==> src/rtl/uart_pkg.sv <==
// -----------------------------------------------------------------------------
// uart_pkg
// Shared definitions for the UART receive path.
//   rx_state_t        : receive sequencer states
//   PAR_EVEN/PAR_ODD  : encodings of the PAR_TYP input
//   DEF_DATA_WIDTH    : default number of data bits per frame
//   DEF_PRESCALE_MAX  : default largest oversampling ratio
// -----------------------------------------------------------------------------
package uart_pkg;

    localparam int   DEF_DATA_WIDTH   = 8;
    localparam int   DEF_PRESCALE_MAX = 32;

    localparam logic PAR_EVEN = 1'b0;
    localparam logic PAR_ODD  = 1'b1;

    typedef enum logic [2:0] {
        IDLE   = 3'd0,
        START  = 3'd1,
        DATA   = 3'd2,
        PARITY = 3'd3,
        STOP   = 3'd4
    } rx_state_t;

endpackage

==> src/rtl/uart_rx_edge_bit_cnt.sv <==
// -----------------------------------------------------------------------------
// uart_rx_edge_bit_cnt
// Oversample edge counter and data-bit counter for the UART RX sequencer.
//   clk, rst_n   : clock, asynchronous active-low reset
//   i_en         : count enable (sequencer outside IDLE); low holds edge count 0
//   i_prescale   : latched oversampling ratio
//   i_bit_clr    : clear the data-bit counter
//   i_bit_inc    : advance the data-bit counter
//   o_edge_cnt   : oversample edge index within the current bit
//   o_bit_cnt    : index of the data bit being received
//   o_bit_end    : high in the cycle where o_edge_cnt == i_prescale-1
// -----------------------------------------------------------------------------
module uart_rx_edge_bit_cnt #(
    parameter int PW = 6,
    parameter int EW = 5,
    parameter int BW = 3
) (
    input  logic          clk,
    input  logic          rst_n,
    input  logic          i_en,
    input  logic [PW-1:0] i_prescale,
    input  logic          i_bit_clr,
    input  logic          i_bit_inc,
    output logic [EW-1:0] o_edge_cnt,
    output logic [BW-1:0] o_bit_cnt,
    output logic          o_bit_end
);

    logic [EW-1:0] r_edge_cnt;
    logic [BW-1:0] r_bit_cnt;
    logic [PW-1:0] w_last_edge;

    // Compare at the wider Prescale width so Prescale=32 yields 31, which
    // still fits the edge counter and wraps it cleanly to 0.
    assign w_last_edge = i_prescale - PW'(1);
    assign o_bit_end   = i_en && (PW'(r_edge_cnt) == w_last_edge);

    always_ff @(posedge clk or negedge rst_n) begin
        if (!rst_n) begin
            r_edge_cnt <= '0;
        end else if (!i_en || o_bit_end) begin
            r_edge_cnt <= '0;
        end else begin
            r_edge_cnt <= r_edge_cnt + EW'(1);
        end
    end

    always_ff @(posedge clk or negedge rst_n) begin
        if (!rst_n) begin
            r_bit_cnt <= '0;
        end else if (i_bit_clr) begin
            r_bit_cnt <= '0;
        end else if (i_bit_inc) begin
            r_bit_cnt <= r_bit_cnt + BW'(1);
        end
    end

    assign o_edge_cnt = r_edge_cnt;
    assign o_bit_cnt  = r_bit_cnt;

endmodule

==> src/rtl/uart_rx_ctrl.sv <==
// -----------------------------------------------------------------------------
// uart_rx_ctrl
// Receive-side sequencer: detects the start edge, drives the sampler enable
// and edge index, and assembles start / data (LSB first) / parity / stop.
//   clk, rst_n   : oversampling clock, asynchronous active-low reset
//   Rx_IN        : serial line, idle high
//   Prescale     : oversampling ratio (8, 16 or 32), latched at frame start
//   PAR_EN       : parity bit present, latched at frame start
//   PAR_TYP      : 0 even / 1 odd parity, latched at frame start
//   Sampled_bit  : majority-voted bit from the external sampler
//   dat_samp_EN  : sampler enable, high outside IDLE
//   edge_cnt     : oversample edge index within the current bit
//   P_DATA       : received data word
//   data_valid   : one-cycle pulse, good frame
//   par_err      : one-cycle pulse, parity mismatch
//   stp_err      : one-cycle pulse, stop bit sampled low
// -----------------------------------------------------------------------------
module uart_rx_ctrl
    import uart_pkg::*;
#(
    parameter int DATA_WIDTH   = DEF_DATA_WIDTH,
    parameter int PRESCALE_MAX = DEF_PRESCALE_MAX
) (
    input  logic                            clk,
    input  logic                            rst_n,
    input  logic                            Rx_IN,
    input  logic [$clog2(PRESCALE_MAX):0]   Prescale,
    input  logic                            PAR_EN,
    input  logic                            PAR_TYP,
    input  logic                            Sampled_bit,
    output logic                            dat_samp_EN,
    output logic [$clog2(PRESCALE_MAX)-1:0] edge_cnt,
    output logic [DATA_WIDTH-1:0]           P_DATA,
    output logic                            data_valid,
    output logic                            par_err,
    output logic                            stp_err
);

    localparam int PW = $clog2(PRESCALE_MAX) + 1;
    localparam int EW = $clog2(PRESCALE_MAX);
    localparam int BW = (DATA_WIDTH > 1) ? $clog2(DATA_WIDTH) : 1;

    rx_state_t       r_state;
    rx_state_t       w_state_next;
    logic [PW-1:0]   r_prescale;
    logic            r_par_en;
    logic            r_par_typ;
    logic            r_parity;
    logic            r_par_fail;
    logic [DATA_WIDTH-1:0] r_p_data;
    logic            r_data_valid;
    logic            r_par_err;
    logic            r_stp_err;

    logic            w_active;
    logic            w_start_det;
    logic            w_bit_end;
    logic            w_bit_clr;
    logic            w_bit_inc;
    logic [BW-1:0]   w_bit_cnt;
    logic            w_last_bit;

    assign w_active    = (r_state != IDLE);
    assign w_start_det = (r_state == IDLE) && !Rx_IN;
    assign w_last_bit  = (w_bit_cnt == BW'(DATA_WIDTH - 1));

    uart_rx_edge_bit_cnt #(
        .PW (PW),
        .EW (EW),
        .BW (BW)
    ) u_cnt (
        .clk        (clk),
        .rst_n      (rst_n),
        .i_en       (w_active),
        .i_prescale (r_prescale),
        .i_bit_clr  (w_bit_clr),
        .i_bit_inc  (w_bit_inc),
        .o_edge_cnt (edge_cnt),
        .o_bit_cnt  (w_bit_cnt),
        .o_bit_end  (w_bit_end)
    );

    always_ff @(posedge clk or negedge rst_n) begin
        if (!rst_n) begin
            r_state <= IDLE;
        end else begin
            r_state <= w_state_next;
        end
    end

    always_comb begin
        w_state_next = r_state;
        w_bit_clr    = 1'b0;
        w_bit_inc    = 1'b0;
        case (r_state)
            IDLE: begin
                if (!Rx_IN) begin
                    w_state_next = START;
                end
            end
            START: begin
                if (w_bit_end) begin
                    // A high start bit at its decision point is a line glitch.
                    if (Sampled_bit) begin
                        w_state_next = IDLE;
                    end else begin
                        w_state_next = DATA;
                        w_bit_clr    = 1'b1;
                    end
                end
            end
            DATA: begin
                if (w_bit_end) begin
                    if (w_last_bit) begin
                        w_state_next = r_par_en ? PARITY : STOP;
                    end else begin
                        w_bit_inc = 1'b1;
                    end
                end
            end
            PARITY: begin
                if (w_bit_end) begin
                    w_state_next = STOP;
                end
            end
            STOP: begin
                if (w_bit_end) begin
                    w_state_next = IDLE;
                end
            end
            default: begin
                w_state_next = IDLE;
            end
        endcase
    end

    always_ff @(posedge clk or negedge rst_n) begin
        if (!rst_n) begin
            r_prescale   <= '0;
            r_par_en     <= 1'b0;
            r_par_typ    <= 1'b0;
            r_parity     <= 1'b0;
            r_par_fail   <= 1'b0;
            r_p_data     <= '0;
            r_data_valid <= 1'b0;
            r_par_err    <= 1'b0;
            r_stp_err    <= 1'b0;
        end else begin
            r_data_valid <= 1'b0;
            r_par_err    <= 1'b0;
            r_stp_err    <= 1'b0;
            // Frame configuration is frozen for the whole frame.
            if (w_start_det) begin
                r_prescale <= Prescale;
                r_par_en   <= PAR_EN;
                r_par_typ  <= PAR_TYP;
                r_parity   <= 1'b0;
                r_par_fail <= 1'b0;
            end
            if (w_bit_end) begin
                case (r_state)
                    DATA: begin
                        // Written in place so P_DATA keeps the previous word
                        // until the next frame's first data bit lands.
                        r_p_data[w_bit_cnt] <= Sampled_bit;
                        r_parity            <= r_parity ^ Sampled_bit;
                    end
                    PARITY: begin
                        r_par_fail <= ((r_parity ^ (r_par_typ == PAR_ODD)) != Sampled_bit);
                    end
                    STOP: begin
                        r_data_valid <= Sampled_bit && !r_par_fail;
                        r_par_err    <= r_par_fail;
                        r_stp_err    <= !Sampled_bit;
                    end
                    default: begin
                    end
                endcase
            end
        end
    end

    assign dat_samp_EN = w_active;
    assign P_DATA      = r_p_data;
    assign data_valid  = r_data_valid;
    assign par_err     = r_par_err;
    assign stp_err     = r_stp_err;

endmodule

==> config.mk <==
export PLATFORM = sky130hd
export DESIGN_NAME = uart_rx_ctrl
export DESIGN_NICKNAME = d
export VERILOG_FILES = /design/src/rtl/uart_pkg.sv /design/src/rtl/uart_rx_edge_bit_cnt.sv /design/src/rtl/uart_rx_ctrl.sv
export SDC_FILE = /design/constraint.sdc
export NUM_CORES = 1
export LEC_CHECK = 0
export ABC_AREA = 1
export BUFFER_PORTS_ARGS = -buffer_cell sky130_fd_sc_hd__buf_2
export CAP_MARGIN = 15
export CELL_PAD_IN_SITES_DETAIL_PLACEMENT = 2
export CELL_PAD_IN_SITES_GLOBAL_PLACEMENT = 2
export CORE_ASPECT_RATIO = 0.7
export CORE_UTILIZATION = 30
export CTS_BUF_LIST = sky130_fd_sc_hd__clkbuf_4
export CTS_CLUSTER_SIZE = 16
export DETAILED_ROUTE_END_ITERATION = 8
export PLACE_DENSITY_LB_ADDON = 0.1
export SYNTH_ARGS = -nofsm -noshare
export SYNTH_HDL_FRONTEND = slang
export SYNTH_SLANG_ARGS = --single-unit
==> constraint.sdc <==
create_clock -name clk -period 1.6 [get_ports clk]
set_input_delay 0.32 -clock clk [delete_from_list [all_inputs] [get_ports clk]]
set_output_delay 0.32 -clock clk [all_outputs]
set_load 0.02 [all_outputs]
==> metrics.md <==
| Metric | Value |
|---|---|
| Grt ovf | `0` |
| Depth of the CTS H-tree | `2` |
| Clock sink total | `32` |
| Fin crit share | `1.162` |
| Worst min-delay path category | `in -> reg` |
| Initial Util | `0.3201` |
| Most common library cells after synthesis | `70 x nand2_1, 32 x dfrtp_1, 27 x inv_1, 27 x nand3_1, 23 x nor2_1` |
| Synth Instances | `roughly 250` |
| Diode count | `0` |
| Max IR drop VDD | `roughly 0.00067 V` |
| CTS tree | `done` |
| Post-layout min period | `around 1.9 ns` |
| WL final | `approximately 6000 um` |
| Area share of the largest cell type after synthesis | `0.4261` |
| Synth warn | `0` |
| Die Wd | `96.60 um` |
| Crit Path Category | `reg -> reg` |
| Ports | `29` |
| Clock Tree Buf Depth | `2` |
| CP endpoint kind | `flip-flop` |
| Setup ws final | `-0.2595 ns` |
| Crit-path max FO | `5` |
| Rel. slew slack | `0.5832` |
| Core area | `roughly 5900 sq um` |
| Startpoint types | `flip-flop` |
| Max Cap Violations | `0` |
| Max incr delay on CP | `~0.4 ns` |
| Synthesized area | `1879 sq um` |
| Non-filler cells, final | `between 300 and 400` |
| CP arrival | `between 2 and 2.5 ns` |
| CP dominant cell by count | `nand2_1` |
| Port buffer count | `28` |
| Clk Latency, worst-skew pair | `roughly 0.35 ns` |
| Leak | `about 0.0013 uW` |
| Final setup violation count | `25` |
| Bufs and invs on worst path | `3` |
| Root Driver | `clkbuf_4` |
| Flops & latches, synth | `32` |
| Vias per inst | `between 4 and 5` |
| CP max-delay cell | `dfrtp_1` |
| Syn_area_per_cell | `roughly 7.6 sq um` |
| Cell Rows | `23` |
| DR DRC count | `0` |
| Initial DRT Pass Iterations | `4` |
| Final Max Slew Viols | `0` |
| Die footprint | `between 6000 and 7000 sq um` |
| Largest net degree at the start of global routing | `19` |
| Gr usage total | `0.1904` |
| Syn_nets | `263` |
| DR iter-0 viols | `41` |
| Power Total | `between 4000 and 5000 uW` |
| Vias post-DR | `1840` |
| Seq/Total Area, Yosys | `0.4261` |
| Worst-path clk slew | `0.13 ns` |
| Cells along the critical path | `inv_2 -> ha_4 -> inv_2 -> nand2_1 -> nand2_1 -> nor2_2 -> buf_4 -> nand2_4 -> nor2_8 -> nand2_4 -> nor2_2 -> nand3_1 -> nand2_1` |
| Synth area leader | `dfrtp_1` |
| CP required | `approximately 1.9 ns` |
| Failing checks | `negative setup slack` |
| Count leader, synth | `nand2_1` |
| Final hold violations | `0` |
| Syn-to-layout area delta | `34.89%` |
| Status | `complete, but fails checks` |
| WL/cell | `between 15 and 20 um` |
| Core Util, Final | `0.4318` |
| HPWL after detailed placement | `roughly 4400 um` |
| Global placer's final weighted congestion | `a little over 0.7` |
| Final Skew | `about 0.009 ns` |
| Actual slew at the worst max-slew pin | `roughly 0.62 ns` |
| Number of synthesized flops with an enable pin | `0` |
| Number of global-route vias before repair | `roughly 2000` |
| Layout cell share with drive strength beyond 1 | `0.3323` |
| Placed Cells | `roughly 360` |
| Initial antenna violation count | `0` |
| First-pass GRT wire length | `about 10000 um` |
| Pwr Density | `about 1800 nW/um^2` |
| Maximum clock frequency | `approximately 0.54 GHz` |
| FFs w/ async S/R, synth | `1.000` |
| Unique masters post-synth | `29` |
| Most used DFF post-synth | `dfrtp_1` |
| Antenna Violating Nets Remaining | `0` |
| Unrepaired setup endpoints after global routing | `yes` |
| Area contributors post-synth | `dfrtp_1 43%, nand2_1 14%, nand3_1 7.2%, inv_1 5.4%, nor2_1 4.6%` |
| Top delay family on crit path | `simple AND/OR/NAND/NOR gates` |
| Chip Height | `68.22 um` |
| CTS buffer count | `5` |
| Final nets | `about 330` |
routing by layer:
layer	vias up	share of wire	GRT usage	wire length [um]
li1	912	-	-	-
met1	899	0.51	0.2564	3062
met2	25	0.45	0.3187	2708
met3	4	0.027	0.05107	160
met4	0	0.0049	0.02239	29
met5	-	0	0	0
sequential cells by signal, indices dropped and copies added, names as in the netlist:
name / flops
data_valid: 1
par_err: 1
r_par_en: 1
u_cnt.o_bit_cnt: 3
u_cnt.o_edge_cnt: 5
r_par_fail: 1
r_prescale: 6
r_parity: 1
r_par_typ: 1
P_DATA: 8
stp_err: 1
r_state: 3
power by group:
group          total [uW]  switching, uW  internal [uW]
Combinational        2730           1580           1150
Clock                 508            336            173
Sequential           1250            233           1010
Total                4480           2150           2340
worst min-delay path: stages:
cell     delay [ns]
buf_2          0.08
nand2_1        0.04
o21ai_0        0.05
worst paths after layout:
check,from,endpoint,slack [ns],cells past startpoint
setup / recovery,r_prescale[1]$_DFFE_PN0P_,u_cnt.o_bit_cnt[1]$_DFFE_PN0P_,-0.26,13
hold / removal,PAR_TYP,r_par_typ$_DFFE_PN0P_,0.17,3
setup reg to reg,r_prescale[1]$_DFFE_PN0P_,u_cnt.o_bit_cnt[1]$_DFFE_PN0P_,-0.26,13
hold reg to reg,P_DATA[6]$_DFFE_PN0P_,P_DATA[6]$_DFFE_PN0P_,0.48,2
max in group asynchronous,rst_n,r_state[1]$_DFFE_PN0P_,0.73,3
min in group asynchronous,rst_n,r_prescale[3]$_DFFE_PN0P_,0.42,2
cell usage in the layout, fill, tap and decap left out, types with 8 or more instances in the layout:
cell type / synthesis / routed
inv_2: 6 / 8
inv_1: 27 / 25
nand2_1: 70 / 67
buf_2: 3 / 27
nand3_1: 27 / 27
nand4_1: 13 / 13
dfrtp_1: 32 / 30
nor2_1: 23 / 20
o21ai_0: 10 / 10
buf_4: 1 / 24
logic make-up (layout without fill, tap and decap cells):
group           Yosys count  after routing  synth area share
compound gates           15             15           0.04461
xor+xnor                  4              4           0.01864
fa+ha+maj                 4              4           0.02663
buf+inv                  38            101           0.07989
flops                    32             32            0.4261
simple gates            154            154            0.4041
repair_timing:
| item | CTS | global route |
|---|---|---|
| endpoints found under the setup margin | 25 | 25 |
| endpoints found under the hold margin | 14 | 0 |
| pin swaps | 7 | 4 |
| buffers inserted | 1 | 11 |
| gates resized for setup | 14 | 7 |
| hold buffers | 1 | 0 |
| gates cloned | 0 | 1 |
metrics by stage:
stage,TNS (ns),worst slack (ns),area (sq um),hold WS (ns)
after floorplan,-0.1259,-0.01458,1899,0.02441
after global placement,-1.442,-0.1226,2280,0.2761
after detailed placement,-3.484,-0.2047,2280,0.2768
after CTS,-4.497,-0.2299,2404,0.1558
after global routing,-7.765,-0.4136,2535,0.1781
final,-4.031,-0.2595,2535,0.1711
area by class of cell:
class                           instances  area, sq um
Timing Repair Buffer                   60        459.2
Clock inverter                          3        23.77
Multi-Input combinational cell        177        993.5
Fill cell                             678         3336
Sequential cell                        32        803.3
Clock buffer                            5        37.54
Inverter                               33        123.9
Tap cell                               75        93.84
Power figures use the tool's default switching activity.
